<file path="src/rtl/serial_bit_source.sv">
// -----------------------------------------------------------------------------
// serial_bit_source
//   Parallel-in / serial-out bit-stream generator. Accepts WIDTH-bit words on a
//   valid/ready handshake and replays them one bit per bit_en strobe onto
//   `signal`, which feeds a downstream serial sequence detector.
//
//   Optional feature (compile-time macro SERIAL_PARITY_EN):
//     appends an even-parity bit (XOR of the data bits) after the last data
//     bit, so a frame lasts WIDTH+1 bit periods. Without the macro the PARITY
//     state and parity logic are not built and a frame is WIDTH bit periods.
//
// Parameters
//   WIDTH      data bits per word (2..32)
//   MSB_FIRST  1: din[WIDTH-1] goes out first, 0: din[0] goes out first
//   IDLE_LEVEL level on `signal` while no bit is being transmitted
//
// Ports
//   clk         system clock, rising edge
//   rst         asynchronous active-high reset
//   din         parallel word to serialize
//   din_valid   din is valid this cycle
//   din_ready   word can be accepted this cycle (combinational)
//   bit_en      bit-rate strobe; the serial position advances only when high
//   signal      serial data out (registered)
//   sig_valid   signal carries a data/parity bit (registered)
//   busy        state is not IDLE
//   frame_done  one-cycle pulse after the final bit held its full period
// -----------------------------------------------------------------------------
module serial_bit_source #(
    parameter int WIDTH      = 8,
    parameter int MSB_FIRST  = 1,
    parameter bit IDLE_LEVEL = 1'b0
) (
    input  logic             clk,
    input  logic             rst,
    input  logic [WIDTH-1:0] din,
    input  logic             din_valid,
    output logic             din_ready,
    input  logic             bit_en,
    output logic             signal,
    output logic             sig_valid,
    output logic             busy,
    output logic             frame_done
);

    localparam int            CW   = (WIDTH > 1) ? $clog2(WIDTH) : 1;
    localparam logic [CW-1:0] LAST = CW'(WIDTH - 1);

    typedef enum logic [1:0] {
`ifdef SERIAL_PARITY_EN
        PARITY = 2'd2,
`endif
        IDLE   = 2'd0,
        SHIFT  = 2'd1
    } state_t;

    // All architectural state in one bundle: r is current, rn is next.
    typedef struct packed {
        state_t           state;
        logic [WIDTH-1:0] sreg;   // remaining bits, head bit is the one on signal
        logic [CW-1:0]    cnt;    // index of the bit currently on signal
        logic             sig;
        logic             sv;
        logic             fd;
`ifdef SERIAL_PARITY_EN
        logic             par;    // even parity of the loaded word
`endif
    } regs_t;

    regs_t r, rn;

    logic             frame_end;  // final bit of the frame ends at this edge
    logic             accept;
    logic [WIDTH-1:0] adv;        // shift register after one bit advance

    // Bit that goes out first from a word, given the transmit order.
    function automatic logic head(input logic [WIDTH-1:0] w);
        return (MSB_FIRST != 0) ? w[WIDTH-1] : w[0];
    endfunction

    assign adv = (MSB_FIRST != 0) ? {r.sreg[WIDTH-2:0], 1'b0}
                                  : {1'b0, r.sreg[WIDTH-1:1]};

    // The accept window opens on the edge that retires the final bit, so a
    // waiting word follows with no idle gap.
`ifdef SERIAL_PARITY_EN
    assign frame_end = (r.state == PARITY) && bit_en;
`else
    assign frame_end = (r.state == SHIFT) && (r.cnt == LAST) && bit_en;
`endif

    assign din_ready = (r.state == IDLE) || frame_end;
    assign accept    = din_valid && din_ready;

    // ---------------------------------------------------------------- state reg
    always_ff @(posedge clk or posedge rst) begin
        if (rst) begin
            r.state <= IDLE;
            r.sreg  <= '0;
            r.cnt   <= '0;
            r.sig   <= IDLE_LEVEL;
            r.sv    <= 1'b0;
            r.fd    <= 1'b0;
`ifdef SERIAL_PARITY_EN
            r.par   <= 1'b0;
`endif
        end else begin
            r <= rn;
        end
    end

    // ------------------------------------------------------- next state/outputs
    always_comb begin
        rn    = r;
        rn.fd = 1'b0;
        if (accept) begin
            // Load takes priority; bit_en is irrelevant to the accept itself.
            rn.state = SHIFT;
            rn.sreg  = din;
            rn.cnt   = '0;
            rn.sig   = head(din);
            rn.sv    = 1'b1;
            rn.fd    = frame_end;
`ifdef SERIAL_PARITY_EN
            rn.par   = ^din;
`endif
        end else if (bit_en) begin
            case (r.state)
                SHIFT: begin
                    if (r.cnt == LAST) begin
`ifdef SERIAL_PARITY_EN
                        rn.state = PARITY;
                        rn.cnt   = '0;
                        rn.sig   = r.par;
`else
                        rn.state = IDLE;
                        rn.sreg  = '0;
                        rn.cnt   = '0;
                        rn.sig   = IDLE_LEVEL;
                        rn.sv    = 1'b0;
                        rn.fd    = 1'b1;
`endif
                    end else begin
                        rn.sreg = adv;
                        rn.cnt  = r.cnt + CW'(1);
                        rn.sig  = head(adv);
                    end
                end
`ifdef SERIAL_PARITY_EN
                PARITY: begin
                    rn.state = IDLE;
                    rn.sreg  = '0;
                    rn.cnt   = '0;
                    rn.sig   = IDLE_LEVEL;
                    rn.sv    = 1'b0;
                    rn.fd    = 1'b1;
                end
`endif
                default: ;
            endcase
        end
    end

    assign signal     = r.sig;
    assign sig_valid  = r.sv;
    assign frame_done = r.fd;
    assign busy       = (r.state != IDLE);

`ifndef SYNTHESIS
    // A bit is on the line exactly while a frame is in flight.
    a_sv_busy : assert property (@(posedge clk) disable iff (rst) sig_valid == busy);
    a_cnt_rng : assert property (@(posedge clk) disable iff (rst) r.cnt <= LAST);
    a_fd_once : assert property (@(posedge clk) disable iff (rst) frame_done |=> !frame_done);
`endif

endmodule

</file>
<file path="config.mk">
export PLATFORM = sky130hd
export DESIGN_NAME = serial_bit_source
export DESIGN_NICKNAME = d
export VERILOG_FILES = /design/src/rtl/serial_bit_source.sv
export SDC_FILE = /design/constraint.sdc
export NUM_CORES = 1
export LEC_CHECK = 0
export BUFFER_PORTS_ARGS = -buffer_cell sky130_fd_sc_hd__clkbuf_2
export CAP_MARGIN = 20
export CORE_AREA = 10 10 47 49
export DETAILED_ROUTE_END_ITERATION = 7
export DIE_AREA = 0 0 57 59
export PLACE_DENSITY = 0.67
export REMOVE_ABC_BUFFERS = 1
export SLEW_MARGIN = 30
export SYNTH_ARGS = -nofsm -noshare
export SYNTH_HDL_FRONTEND = slang
export SYNTH_SLANG_ARGS = --single-unit
</file>
<file path="constraint.sdc">
create_clock -name clk -period 2.1 [get_ports clk]
set_input_delay 0.42 -clock clk [delete_from_list [all_inputs] [get_ports clk]]
set_output_delay 0.42 -clock clk [all_outputs]
set_load 0.1 [all_outputs]
</file>
# [Yosys cells after proc, flatten, opt, wreduce, memory -nomap -nowiden]
# Cells that the tools add are included.
[op_classes] n_addsub=1 eq_ne=2 mux=6 reduce_logical=11
[ops] cell="16-bit 2-to-1 mux" n=3
[ops] cell="12-bit 2-to-1 mux" n=1
[ops] cell="2-bit nonzero test" n=4
[ops] cell="2-bit 2-to-1 mux" n=2
[ops] cell="3-bit by 1-bit adder with 3-bit output, second input constant" n=1
[ops] cell="3-bit == test, second input constant" n=1
[ops] cell="1-bit logical AND" n=3
[ops] cell="3-bit AND reduction" n=1
[ops] cell="2-bit by 1-bit == test with 1-bit output, second input constant" n=1
[ops] cell="2-bit logical NOT" n=1
[ops] cell="2-bit AND reduction" n=1
[ops] cell="1-bit logical OR" n=1
[word_totals] register_bits=15 in_bits=12 out_inout_bits=5 wordCells=26

# [Logic depth before layout (Yosys ltp)]
[logic_depth] ltp_word=7 mapped_depth=6 mapped_depth_nobuf=5

# [Least setup slack after synthesis]
# Ideal clock, no wire load.
[synth_timing] path_kind="register to output" start="register, netlist name sig_valid" end="output port din_ready" t_arrival_ns=1.710 required_ns=1.680 slack_ns=-0.030 stages_incl_launch_ff=3 path_buffers=0 cell_sequence="dfrtp_1 -> a21boi_2 -> inv_1"
[synth_rtl] item="to (decl)" line_no="38" text="output logic din_ready,"

# [Final worst setup path]
[layout_timing] start="register r[3] (netlist bit)" end="output port din_ready"
[layout_via] elab_chain_len=4
[layout_lines] item="from (decl)" line_no="70" text="regs_t r, rn;"
[layout_lines] item="from (signal assigned)" line_no="108" text="r <= rn;"
[layout_lines] item="3-bit == test" line_no="89" text="assign frame_end = (r.state == SHIFT) && (r.cnt == LAST) && bit_en;"
[layout_lines] item="1-bit logical AND (2 in a row)" line_no="89"
[layout_lines] item="1-bit logical OR" line_no="92" text="assign din_ready = (r.state == IDLE) || frame_end;"
# No other way between the ends.

==> metrics.md <==
| Metric | Value |
|---|---|
| Status | `finished, final reports clean` |
| Max-cap violations | `0` |
| Initial antenna violation count | `0` |
| CP most frequent cell | `ha_1` |
| Std cell rows | `14` |
| Post-synth EDFFs | `0` |
| Mapped cell area | `588 sq um` |
| Final Hold Violating Endpoints | `0` |
| Post-route DRC | `0` |
| Setup Skew | `0.00140 ns` |
| Routed len/inst | `14.1 um` |
| Leak | `0.380 nW` |
| Core area | `1400 sq um` |
| CP peak stage delay | `0.39 ns` |
| YS warnings | `0` |
| Detailed Route Iter0 Violations | `9` |
| Vias | `424` |
| Post-cts gate resize count | `1` |
| Drt pass-1 iters | `4` |
| Sequential fraction of the synthesis area | `55.3%` |
| Final setup viols | `0` |
| TritonCTS buffer count | `3` |
| Wirelength, routed | `1170 um` |
| Htree depth | `1` |
| Max-slew headroom | `60.9%` |
| Worst Setup SP | `r[3]` |
| Post-CTS Setup Inserts | `0` |
| Share of the synthesized area in the top cell type | `55.3%` |
| CP startpoint kind | `flip-flop` |
| Die span in x | `57 um` |
| Post-route ant nets | `0` |
| Dominant synthesized flop cell | `dfrtp_1` |
| Largest cells by area after synthesis | `dfrtp_1 (55%), a221o_1 (12%), and2_1 (7.4%)` |
| Worst R2R Setup Slack | `0.48 ns` |
| Area grow syn2layout | `20.0%` |
| Fin nets | `82` |
| IO buf count | `16` |
| Hold buffer count at cts | `0` |
| Async SR Flop Fraction | `100%` |
| Commonest cells post-synth | `dfrtp_1 (13), a221o_1 (7), and2_1 (7)` |
| Die area | `3360 sq um` |
| Distinct cell type count after synthesis | `18` |
| Setup TNS | `0 ns` |
| Io pins | `17` |
| Layout cells sized above 1 | `37.3%` |
| WP data arrival | `1.58 ns` |
| Global-route wire length before repair | `2080 um` |
| Maximum number of pins on one net before global-route repair | `14` |
| Syn Inst Count | `48` |
| Final Critical Period | `2.00 ns` |
| Slowest CP cell | `dfrtp_1` |
| Slew Viols, Final | `0` |
| DP HPWL | `889 um` |
| Cell with the most instances after synthesis | `dfrtp_1` |
| Worst Path Required | `1.68 ns` |
| Gr usage total | `7.59%` |
| Final Wtd Congestion | `0.684` |
| CTS Sinks | `13` |
| Max Buffers Root-to-Sink | `2` |
| Ant diodes | `0` |
| Die Ht | `59 um` |
| Tot Pwr | `0.851 mW` |
| Grt total ovfl | `0` |
| Crit path cell chain | `ha_1 > ha_1 > a21boi_2 > inv_1 > clkbuf_4` |
| Slew of the pin with the lowest slew margin | `0.571 ns` |
| Period Utilization, post-route | `95.2%` |
| Worst skew pair latency | `0.27 ns` |
| Power density cells | `1210 nW/um^2` |
| Worst R2R Start | `r[3]` |
| Crit Path Class | `flip-flop to output pin` |
| Mean area per synthesized cell | `12.3 sq um` |
| Initial core utilization | `42.0%` |
| Reg-to-Reg End | `signal` |
| Root buffer cell | `clkbuf_4` |
| RSZ-0062 raised after global routing | `no` |
| Hold/Removal Path Class | `input pin to asynchronous set/reset pin` |
| Worst IR drop on VDD | `0.000395 V` |
| CTS tree | `yes` |
| Via/cell ratio | `5.11` |
| Yosys top cell by area | `dfrtp_1` |
| Endpoint class of the critical path | `output pin` |
| Clock-pin transition on the worst setup and hold timing paths | `0.08 ns` |
| Crit-path max FO | `3` |
| FF+latch count, synth | `13` |
| Fmax | `500 MHz` |
| Vias in the first global route | `482` |
| Worst R2R Path Depth | `6` |
==> cell families (layout without fill, tap and decap cells) <==
kind of cell	count (synthesis)	after routing	share of synthesized area, %
AND/OR/NAND/NOR	16	16	15.1
adder cells (fa/ha/maj)	2	2	4.25
AO/OA/AOI/OAI	11	11	17.2
buffers and inverters	4	23	4.47
flip-flops	13	13	55.3
multiplexers	2	2	3.62
==> worst max-delay path, delay by kind of cell, from the launching register on <==
kind,cells,cell delay (ns)
flops,1,0.39
fa+ha+maj,2,0.41
compound gates,1,0.18
buf+inv,2,0.33
==> power by group <==
group,internal [mW],switching (mW),total (mW)
clock,0.0736,0.0825,0.156
combinational,0.110,0.215,0.325
sequential,0.327,0.0428,0.369
total,0.510,0.340,0.851
==> registers in the layout, indices dropped and copies added (netlist names) <==
signal      cells
r               3
frame_done      1
signal          1
sig_valid       1
adv             7
==> cell type report <==
type	instances	area [sq um]
Tap cell	16	20.0
Clock buffer	4	26.3
Timing Repair Buffer	17	90.1
Fill cell	139	696
Multi-Input combinational cell	31	236
Inverter	2	7.51
Sequential cell	13	325
==> stage by stage <==
step	worst slack, ns	hold slack [ns]	instances	area (sq um)	util (%)
final	0.100	0.128	83	706	50.4
after global routing	0.00204	0.177	83	706	50.4
after CTS	0.0893	0.153	83	706	50.4
after detailed placement	0.309	0.458	79	677	48.3
after global placement	0.322	0.448	79	677	48.3
after floorplan	-0.640	0.297	46	569	-
==> how the worst max path moves through the flow <==
stage / endpoint / depth (start not counted)
detailed placement: din_ready / 5
global placement: din_ready / 5
CTS: din_ready / 5
floorplan: din_ready / 2
finish: din_ready / 5
global route: din_ready / 5
==> routing by layer <==
metal / vias to the layer above / share of wire [%] / global-route usage [%]
met5: - / 0 / 0
met1: 201 / 46 / 8.90
met4: 0 / 1.0 / 4.03
li1: 212 / - / -
met3: 3 / 3.1 / 2.58
met2: 8 / 50 / 11.9
==> cells in the final DEF, fill, tap and decap left out, drive strengths merged <==
| master | n |
|---|---|
| nand2 | 3 |
| buf | 1 |
| and2 | 7 |
| nor2 | 1 |
| mux2 | 1 |
| inv | 2 |
| a21boi | 1 |
| or2 | 1 |
| a21oi | 2 |
| clkbuf | 20 |
| and3 | 1 |
| nor2b | 1 |
| a221o | 7 |
| dfrtp | 13 |
| nand3 | 2 |
| a22o | 1 |
| ha | 2 |
| mux2i | 1 |
No activity file was read; power rests on OpenSTA's default activity.
